`config.mk`:
```
export PLATFORM = sky130hd
export DESIGN_NAME = mac_result_collector
export DESIGN_NICKNAME = d
export VERILOG_FILES = /design/src/rtl/mac_result_collector.sv
export SDC_FILE = /design/constraint.sdc
export NUM_CORES = 1
export LEC_CHECK = 0
export CORE_MARGIN = 2
export CORE_UTILIZATION = 55
export DETAILED_ROUTE_END_ITERATION = 7
export PLACE_DENSITY = 0.83
export SLEW_MARGIN = 20
export SYNTH_ARGS = -nofsm -noshare
export SYNTH_HDL_FRONTEND = slang
export SYNTH_SLANG_ARGS = --single-unit
```
`constraint.sdc`:
```
create_clock -name clk -period 3.15 [get_ports clk]
set_clock_uncertainty 0.05 [all_clocks]
set_input_delay 0.63 -clock clk [delete_from_list [all_inputs] [get_ports clk]]
set_output_delay 0.63 -clock clk [all_outputs]
set_load 0.03 [all_outputs]
```
`src/rtl/mac_result_collector.sv`:
```
// -----------------------------------------------------------------------------
// mac_result_collector
//
// Downstream stage of the fixed-point multiply-accumulate unit. It watches the
// same new_sum pulse that opens each accumulation window and delays it by
// SUM_LAT cycles. When the delayed pulse lines up with the completed
// previous-window sum on mac_out, that sum is captured exactly once. The
// captured sum gets a per-channel bias added, is saturated to BW bits, and is
// queued in a small first-word-fall-through FIFO with a valid/ready output.
//
// Optional feature (compile-time macro RELU_EN):
//   RELU_EN defined   : a negative saturated result is clamped to 0 before the push.
//   RELU_EN undefined : the signed saturated result is pushed unchanged.
//
// Ports:
//   clk        in   1             rising-edge clock
//   rst_n      in   1             asynchronous active-low reset
//   new_sum    in   1             window-start pulse (same signal the MAC sees)
//   mac_out    in   BW            signed accumulator output
//   bias       in   BW            signed bias, sampled on the capture cycle
//   clr_flags  in   1             synchronous clear of the sticky flags
//   out_data   out  BW            signed result at the FIFO head
//   out_valid  out  1             FIFO not empty
//   out_ready  in   1             consumer accepts out_data on valid && ready
//   overflow   out  1             sticky: a result was dropped, FIFO was full
//   frame_err  out  1             sticky: new_sum period differed from NUM_CYC
//   level      out  LOG2_DEPTH+1  current FIFO occupancy
// -----------------------------------------------------------------------------
module mac_result_collector #(
  parameter int BW         = 16,
  parameter int NUM_CYC    = 32,
  parameter int SUM_LAT    = 3,
  parameter int LOG2_DEPTH = 2
) (
  input  logic                  clk,
  input  logic                  rst_n,
  input  logic                  new_sum,
  input  logic signed [BW-1:0]  mac_out,
  input  logic signed [BW-1:0]  bias,
  input  logic                  clr_flags,
  output logic signed [BW-1:0]  out_data,
  output logic                  out_valid,
  input  logic                  out_ready,
  output logic                  overflow,
  output logic                  frame_err,
  output logic [LOG2_DEPTH:0]   level
);

  localparam int DEPTH = 1 << LOG2_DEPTH;
  localparam int CW    = $clog2(NUM_CYC + 1);

  localparam logic [CW-1:0]         CNT_MAX  = CW'(NUM_CYC);
  localparam logic [CW-1:0]         CNT_LAST = CW'(NUM_CYC - 1);
  localparam logic [LOG2_DEPTH:0]   LVL_FULL = (LOG2_DEPTH + 1)'(DEPTH);
  localparam logic signed [BW-1:0]  SAT_MAX  = {1'b0, {(BW-1){1'b1}}};
  localparam logic signed [BW-1:0]  SAT_MIN  = {1'b1, {(BW-1){1'b0}}};

  // ---------------------------------------------------------------------------
  // State
  // ---------------------------------------------------------------------------
  logic [SUM_LAT-1:0]    dly_q, dly_d;
  logic                  primed_q, primed_d;
  logic                  seen_q, seen_d;        // at least one new_sum since reset
  logic [CW-1:0]         cnt_q, cnt_d;
  logic [LOG2_DEPTH-1:0] wr_ptr_q, wr_ptr_d;
  logic [LOG2_DEPTH-1:0] rd_ptr_q, rd_ptr_d;
  logic [LOG2_DEPTH:0]   level_q, level_d;
  logic                  overflow_q, overflow_d;
  logic                  frame_err_q, frame_err_d;
  logic [BW-1:0]         mem_q [DEPTH];

  // ---------------------------------------------------------------------------
  // Combinational signals
  // ---------------------------------------------------------------------------
  logic                  cap;
  logic                  capture;
  logic signed [BW:0]    sum_ext;
  logic signed [BW-1:0]  wr_data;
  logic                  full;
  logic                  do_pop;
  logic                  do_push;
  logic                  drop;
  logic                  frame_set;

  assign cap = dly_q[SUM_LAT-1];

  // Delay line, priming and period tracking.
  always_comb begin
    // NOTE: every variable written here gets a default first, so no path can
    // leave it unassigned and infer a latch.
    dly_d     = dly_q << 1;
    dly_d[0]  = new_sum;
    primed_d  = primed_q | cap;
    // The first delayed pulse after reset has no previous window behind it.
    capture   = cap & primed_q;
    seen_d    = seen_q | new_sum;
    cnt_d     = cnt_q;
    if (new_sum)              cnt_d = '0;
    else if (cnt_q != CNT_MAX) cnt_d = cnt_q + CW'(1);
    frame_set = new_sum & seen_q & (cnt_q != CNT_LAST);
  end

  // Bias add with saturation, then the optional clamp. This is a pure
  // combinational path from mac_out/bias straight into the FIFO write port.
  always_comb begin
    sum_ext = {mac_out[BW-1], mac_out} + {bias[BW-1], bias};
    wr_data = sum_ext[BW-1:0];
    // The two top bits disagree only when the BW-bit result has wrapped.
    if (sum_ext[BW] != sum_ext[BW-1]) begin
      wr_data = sum_ext[BW] ? SAT_MIN : SAT_MAX;
    end
`ifdef RELU_EN
    if (wr_data[BW-1]) wr_data = '0;
`endif
  end

  // FIFO control. A push into a full FIFO still succeeds when the head is
  // popped in the same cycle, because that frees the slot being written.
  always_comb begin
    full     = (level_q == LVL_FULL);
    do_pop   = out_valid & out_ready;
    do_push  = capture & (~full | do_pop);
    drop     = capture & full & ~do_pop;
    wr_ptr_d = do_push ? wr_ptr_q + 1'b1 : wr_ptr_q;
    rd_ptr_d = do_pop  ? rd_ptr_q + 1'b1 : rd_ptr_q;
    level_d  = level_q;
    unique case ({do_push, do_pop})
      2'b10:   level_d = level_q + 1'b1;
      2'b01:   level_d = level_q - 1'b1;
      default: level_d = level_q;
    endcase
    // Setting a flag wins over clearing it in the same cycle.
    overflow_d  = drop      | (overflow_q  & ~clr_flags);
    frame_err_d = frame_set | (frame_err_q & ~clr_flags);
  end

  // ---------------------------------------------------------------------------
  // Registers
  // ---------------------------------------------------------------------------
  always_ff @(posedge clk or negedge rst_n) begin
    // NOTE: sequential state uses non-blocking assignments so every flop
    // samples the pre-edge values regardless of statement order.
    if (!rst_n) begin
      dly_q       <= '0;
      primed_q    <= 1'b0;
      seen_q      <= 1'b0;
      cnt_q       <= '0;
      wr_ptr_q    <= '0;
      rd_ptr_q    <= '0;
      level_q     <= '0;
      overflow_q  <= 1'b0;
      frame_err_q <= 1'b0;
    end else begin
      dly_q       <= dly_d;
      primed_q    <= primed_d;
      seen_q      <= seen_d;
      cnt_q       <= cnt_d;
      wr_ptr_q    <= wr_ptr_d;
      rd_ptr_q    <= rd_ptr_d;
      level_q     <= level_d;
      overflow_q  <= overflow_d;
      frame_err_q <= frame_err_d;
    end
  end

  // NOTE: the storage array has no reset; out_data is forced to zero while the
  // FIFO is empty, so stale or uninitialised entries are never visible.
  always_ff @(posedge clk) begin
    if (do_push) mem_q[wr_ptr_q] <= wr_data;
  end

  // ---------------------------------------------------------------------------
  // Outputs
  // ---------------------------------------------------------------------------
  assign out_valid = (level_q != '0);
  assign out_data  = out_valid ? mem_q[rd_ptr_q] : '0;
  assign level     = level_q;
  assign overflow  = overflow_q;
  assign frame_err = frame_err_q;

endmodule
```
==> results.md, run 1 <==
* Number of iterations in the first detailed-routing pass at 4
* Endpoint type of the worst setup path: output port
* Hold path endpoint: dly_q[2]
* Run status: finished, final reports clean
* Peak VDD IR at 0.279 mV
* Clk root buf: sky130_fd_sc_hd__clkbuf_8
* Number of placed cells counting well taps at 495
* Total Routing Usage GR at 20.4%
* Number of antenna violations at the first check in global routing at 0
* Unrepaired setup endpoints after global routing: false
* Number of global-route vias before repair at 2884
* Initial detailed-routing violation count at 111
* Total placed instance area at 5190 um2
* Total detailed-routing wirelength at 8200 um
* Maximum number of pins on one net before global-route repair at 21
* Number of buffers added by the clock tree synthesis step at 9
* Flops & latches, synth at 84
* Count of filler cells inserted in the layout at 533
* Final-stage net count at 465
* Number of gates resized after cts at 0
* Number of max-cap violations at 0
* Post-CTS Setup Bufs at 0
* Post-synthesis net count at 386
* Clock H-tree levels at 3
* Worst-skew pair later-pin latency at 340 ps
* Cell with the largest stage delay on the worst path: sky130_fd_sc_hd__clkdlybuf4s50_1
* Max-Slew Margin vs Limit at 40.0%
* Transition time at the pin with the least slew margin at 897 ps
* Number of port buffers at 58
* Horizontal die dimension at 93.0 um
* Critical path startpoint category: flip-flop
* Num Clock Sinks at 84
* Vert. Die Dim at 93.0 um
* Final Non-Filler Cells at 511
* Share of cells above drive strength 1 at 14.7%
* Crit path setup slack, layout at 248 ps
* Growth of design area from synthesis to finish at 23.5%
* Via-to-Cell Ratio at 5.63
* Crit path time final at 2900 ps
* Slowest stage delay, CP at 600 ps
* DPL Wire Length at 6050 um
* Cell count after synthesis at 325
* Proportion of synthesized flip-flops having asynchronous set or reset at 23.8%
* Crit Path Class: reg -> out
* Reported leakage power at 1.99 nW
* Maximum clock insertion buffer count at 2
* Post-route DRC violation count at 0
* Number of different library cells in the post-synthesis netlist at 51
* CTS clock-pin slew for the worst setup and hold paths at 90 ps
* Via total after detailed routing at 2878
* Register area share after synthesis at 55.6%
* Setup-failing EPs final at 0
* Largest fanout of any net on the critical path at 18
* Launch point of the worst reg-to-reg path: level[2]
* Top cells by area in the synthesized netlist: sky130_fd_sc_hd__edfxtp_1 (44%), sky130_fd_sc_hd__dfrtp_1 (11%), sky130_fd_sc_hd__mux4_2 (8.3%)
* Final Cell Area at 5380 um2
* Cell accounting for the most synthesized area: sky130_fd_sc_hd__edfxtp_1
* Remaining number of nets flagged by the antenna check after routing at 0
* Hold_sp: dly_q[1]
* Mapped Area at 4350 um2
* Portion of synthesized cell area occupied by the leading cell type at 44.2%
* Endpoint arrival time on the critical path at 2220 ps
* Warnings, synthesis at 0
* Clock tree from TritonCTS: done
* R2R cell count at 3
* Synthesized area divided by synthesized cell count at 13.4 um2
* Sequence of cells on the critical path: buf_12 > mux4_2 > nor2b_1 > clkdlybuf4s50_1
* Cell area power density at 806 nW/um2
* Top-level port count at 59
* First-pass GRT wire length at 13600 um
* Number of hold buffers added after CTS at 0
* Max Clk Rate at 0.345 GHz
* CP required at 2470 ps
* Final estimated routing congestion in global placement at 0.800
* Placement Rows at 32
* Hold Path Depth at 0
* Total gr overflow at 0
* Worst R2R Setup Slack at 790 ps
* Reg2reg end: mem_q[3][15]
* Antenna Cells at 0
* Classification of the worst-slack hold path: reg -> reg
* Initial cell density of the core at 56.6%
* Post-route clock period utilization at 92.1%
* Number of synthesized flops with an enable pin at 64
* Post-placement setup slack at -100 ps
* Die outline area at 8640 um2
* Endpoints failing hold at 0
* Core area at 7690 um2
* Routed length per instance at 16.0 um
* Leading register cell type out of synthesis: sky130_fd_sc_hd__edfxtp_1
* Max-slew violation count at 0
==> cell type report <==
class,instances,area [um2],area share [%]
inverters,18,67.6,1.26
repair buffers,77,761,14.1
multi-input cells,214,1820,33.8
clock inverters,7,57.6,1.07
well taps,102,128,2.37
flip-flops and latches,84,2420,45.1
clock buffers,9,124,2.30
==> cells in the mapped netlist, types with 5 or more instances <==
cell / number
sky130_fd_sc_hd__o21ai_0: 13
sky130_fd_sc_hd__nand2_1: 13
sky130_fd_sc_hd__nor3_1: 5
sky130_fd_sc_hd__o21a_1: 15
sky130_fd_sc_hd__inv_1: 18
sky130_fd_sc_hd__edfxtp_1: 64
sky130_fd_sc_hd__dfrtp_1: 20
sky130_fd_sc_hd__a21oi_1: 19
sky130_fd_sc_hd__ha_1: 22
sky130_fd_sc_hd__nor2_1: 13
sky130_fd_sc_hd__xor2_1: 8
sky130_fd_sc_hd__nor2b_1: 19
sky130_fd_sc_hd__mux4_2: 16
sky130_fd_sc_hd__and2_1: 5
sky130_fd_sc_hd__xnor2_1: 16
==> power breakdown <==
| group | total [W] | switching [W] | internal [W] |
|---|---|---|---|
| Combinational | 0.00204 | 0.00111 | 0.000932 |
| Sequential | 0.00160 | 0.0000979 | 0.00150 |
| Clock | 0.000690 | 0.000392 | 0.000299 |
| Total | 0.00433 | 0.00160 | 0.00273 |
==> layer usage <==
| metal | share of wire [%] | vias to the layer above | GRT usage [%] |
|---|---|---|---|
| met1 | 42 | 1404 | 25.6 |
| met4 | 1.4 | 0 | 6.86 |
| met3 | 4.2 | 10 | 3.17 |
| met5 | 0 | - | 0 |
| met2 | 52 | 89 | 36.3 |
| li1 | - | 1375 | - |
==> worst max-delay path by stage <==
stage / startpoint / cells past startpoint / endpoint / slack [ps]
after floorplan: mac_out[0] / 10 / mem_q[0][5] / 480
after global placement: mac_out[0] / 11 / mem_q[0][9] / -20
after detailed placement: mac_out[0] / 11 / mem_q[2][6] / -100
after CTS: rd_ptr_q[0] / 4 / out_data[3] / 240
after global routing: mac_out[0] / 11 / mem_q[2][12] / 140
final: rd_ptr_q[0] / 4 / out_data[5] / 250
==> logic make-up after synthesis <==
family / after synthesis / share of synthesized area [%]
and+or+nand+nor: 74 / 9.14
AOI/OAI and AO/OA: 71 / 10.7
xor gates and xnor gates: 24 / 4.83
buffers and inverters: 27 / 2.73
muxes: 20 / 9.49
adders and majority gates: 25 / 7.47
DFF: 84 / 55.6
==> per-stage QoR <==
| stage | hold WS [ps] | utilization [%] | setup TNS, ps | power [W] |
|---|---|---|---|---|
| after floorplan | 281 | - | 0 | 0.00291 |
| after global placement | 284 | 67.6 | -497 | 0.00360 |
| after detailed placement | 287 | 67.6 | -4120 | 0.00367 |
| after CTS | 313 | 69.9 | 0 | 0.00436 |
| after global routing | 320 | 69.9 | 0 | 0.00455 |
| final | 309 | 69.9 | 0 | 0.00433 |
==> worst max-delay path, delay by kind of cell (launching register included) <==
kind / cells / cell delay, ps
muxes: 1 / 550
buffers and inverters: 2 / 800
DFF: 1 / 380
and+or+nand+nor: 1 / 160
==> state kept, by name, summed over array words and instances (netlist names), 2 cells and up <==
signal,flops
dly_q,3
cnt_q,6
rd_ptr_q,2
level,3
wr_ptr_q,2
mem_q,64
==> cell usage in the layout, fill, tap and decap left out, drive strengths merged, types with 2 or more instances in the layout <==
| cell type | instances |
|---|---|
| a31oi | 3 |
| o21a | 15 |
| a211oi | 3 |
| and2 | 5 |
| o21ai | 14 |
| fa | 2 |
| ha | 22 |
| nand2b | 2 |
| inv | 22 |
| o211ai | 4 |
| nor3 | 5 |
| a21oi | 20 |
| buf | 19 |
| clkbuf | 9 |
| and3 | 3 |
| mux2i | 4 |
| clkinvlp | 2 |
| edfxtp | 64 |
| nor2 | 13 |
| dfrtp | 20 |
| a21o | 3 |
| nand3 | 4 |
| mux4 | 16 |
| or2 | 2 |
| xor2 | 8 |
| nand2 | 14 |
| xnor2 | 16 |
| nor2b | 19 |
| clkdlybuf4s50 | 58 |
Note: power is estimated with default switching activity, not from simulation.
==> run 2: changes to the inputs <==
Settings changed: HOLD_SLACK_MARGIN set to 0.05.
==> results of run 2 <==
Final layout, timing and power as in run 1 (identical DEF).
==> run 3: changes to the inputs <==
Settings changed: CORE_MARGIN 2 to 4, PLACE_DENSITY 0.83 to 0.8, SETUP_SLACK_MARGIN set to 0.02.
==> results.md, run 3 (synthesis results as in run 1) <==
* Classification of the worst-slack hold path: reg -> reg
* Count of filler cells inserted in the layout at 506 (-5.1%)
* Endpoint arrival time on the critical path at 2280 ps (+60 ps)
* Top flop regs: mem_q x64, cnt_q x6
* Initial cell density of the core at 56.3% (-0.29 points)
* Slowest stage delay, CP at 700 ps (+100 ps)
* Max Clk Rate at 0.338 GHz (-1.9%)
* Setup TNS Final at 0 ps (unchanged)
* Via total after detailed routing at 2852 (-0.90%)
* Largest fanout of any net on the critical path at 11 (-7)
* Top-level port count at 59 (unchanged)
* Growth of design area from synthesis to finish at 24.1%
* Critical path startpoint category: flip-flop
* Final-stage net count at 464 (-0.22%)
* First-pass GRT wire length at 13500 um (-1.1%)
* Clock tree from TritonCTS: done
* Sequence of cells on the critical path: buf_4 > mux4_2 > nor2b_1 > clkdlybuf4s50_1
* Post-route clock period utilization at 93.9% (+1.8 points)
* Number of global-route vias before repair at 2899 (+0.52%)
* Share of cells above drive strength 1 at 14.5% (-0.21 points)
* Crit path capture: out_data[15]
* Placement Rows at 32 (unchanged)
* Maximum number of pins on one net before global-route repair at 21 (unchanged)
* Reg2reg end: mem_q[1][9]
* Total detailed-routing wirelength at 8130 um (-0.83%)
* Via-to-Cell Ratio at 5.59 (-0.71%)
* R2R cell count at 3 (unchanged)
* Max-slew violation count at 0 (unchanged)
* Number of antenna violations at the first check in global routing at 0 (unchanged)
* Total Routing Usage GR at 18.0% (-2.4 points)
* Multi-input gate area at 1820 um2 (unchanged)
* Reported leakage power at 1.99 nW (+0.25%)
* Antenna Cells at 0 (unchanged)
* Clock H-tree levels at 3 (unchanged)
* Launch point of the worst reg-to-reg path: level[2]
* Final estimated routing congestion in global placement at 0.764 (-4.5%)
* Max-Slew Margin vs Limit at 41.1% (+1.1 points)
* Total gr overflow at 0 (unchanged)
* Worst-skew pair later-pin latency at 340 ps (about the same)
* Crit path time final at 2960 ps (+57.3 ps)
* Total area of sequential cells at 2420 um2 (unchanged)
* Hold_ws at 302 ps (-7.11 ps)
* Hold_sp: dly_q[1]
* Post-placement setup slack at -132 ps (-31.8 ps)
* Remaining number of nets flagged by the antenna check after routing at 0 (unchanged)
* Most frequent standard cell in the layout excluding fill and tap cells: sky130_fd_sc_hd__edfxtp_1
* Unrepaired setup endpoints after global routing: false
* Beginning of the critical path: rd_ptr_q[1]
* Horizontal die dimension at 97.0 um (+4.3%)
* Worst R2R Setup Slack at 820 ps (+30 ps)
* Vert. Die Dim at 97.0 um (+4.3%)
* Number of iterations in the first detailed-routing pass at 5 (+1)
* Largest register FFs at 64 (unchanged)
* Commonest cells after routing, fill and taps aside: sky130_fd_sc_hd__edfxtp_1 (64), sky130_fd_sc_hd__clkdlybuf4s50_1 (58), sky130_fd_sc_hd__ha_1 (22), sky130_fd_sc_hd__dfrtp_1 (20)
* Initial detailed-routing violation count at 120 (+8.1%)
* Maximum clock insertion buffer count at 2 (unchanged)
* Core area at 7730 um2 (+0.52%)
* CTS clock-pin slew for the worst setup and hold paths at 80 ps (about the same)
* Post-route DRC violation count at 0 (unchanged)
* Number of buffers added by the clock tree synthesis step at 9 (unchanged)
* Setup-failing EPs final at 0 (unchanged)
* Top reg by flops: mem_q
* Endpoint type of the worst setup path: output port
* Cell area power density at 821 nW/um2 (+1.9%)
* Transition time at the pin with the least slew margin at 880 ps (-16.7 ps)
* Run status: finished, final reports clean
* DPL Wire Length at 5830 um (-3.7%)
* Number of hold buffers added after CTS at 0 (unchanged)
* Clk root buf: sky130_fd_sc_hd__clkbuf_8
* Number of port buffers at 58 (unchanged)
* Number of max-cap violations at 0 (unchanged)
* Num Clock Sinks at 84 (unchanged)
* CP required at 2470 ps (about the same)
* Routed length per instance at 15.9 um (-0.64%)
* Endpoints failing hold at 0 (unchanged)
* Cell with the largest stage delay on the worst path: sky130_fd_sc_hd__clkdlybuf4s50_1
* Crit path setup slack, layout at 191 ps (-57.3 ps)
* Crit Path Class: reg -> out
* Die outline area at 9400 um2 (+8.8%)
* Peak VDD IR at 0.340 mV (+22%)
## run 3: metrics by stage
step                total power (W)  area, um2  utilization (%)  instances
finish                      0.00443       5400             69.9        510
global placement            0.00359       5170             67.0        494
CTS                         0.00447       5400             69.9        510
global route                0.00468       5400             69.9        510
floorplan                   0.00291       4350                -        325
detailed placement          0.00363       5170             67.0        494
## run 3: power breakdown
part | leakage, nW | total [W] | internal (W) | switching, W
clock network | 0.102 | 0.000829 | 0.000450 | 0.000379
logic | 1.07 | 0.00200 | 0.000911 | 0.00109
registers | 0.827 | 0.00161 | 0.00150 | 0.000106
total | 1.99 | 0.00443 | 0.00286 | 0.00157
## run 3: worst min path at each step
stage | to | depth (start not counted)
floorplan | cnt_q[0] | 0
global placement | dly_q[2] | 0
detailed placement | dly_q[2] | 0
CTS | dly_q[2] | 0
global route | dly_q[2] | 0
finish | dly_q[2] | 0
## run 3: metal layers
layer | part of all wire [%] | track usage [%] | vias up | wire, um
met5 | 0 | 0 | - | 0
met4 | 2.0 | 7.67 | 0 | 164
met3 | 5.6 | 3.03 | 14 | 458
met2 | 50 | 31.2 | 84 | 4090
met1 | 42 | 22.2 | 1386 | 3410
li1 | - | - | 1368 | -
## run 3: timing repair
item                                    in CTS  in global routing
buffers inserted                             0                  0
endpoints found under the setup margin       0                  1
resized for setup                            0                  1
## run 3: area by class of cell
class / instances / share of cell area [%]
flip-flops and latches: 84 / 44.8
clock buffers: 9 / 2.29
repair buffers: 76 / 13.8
well taps: 102 / 2.36
clock inverters: 7 / 1.85
inverters: 18 / 1.25
multi-input cells: 214 / 33.6
## run 3: worst max-delay path: cells and delay by family, from the launching register on
| family | cells | cell delay [ps] |
|---|---|---|
| flops | 1 | 540 |
| buf+inv | 2 | 980 |
| simple gates | 1 | 200 |
| mux | 1 | 220 |
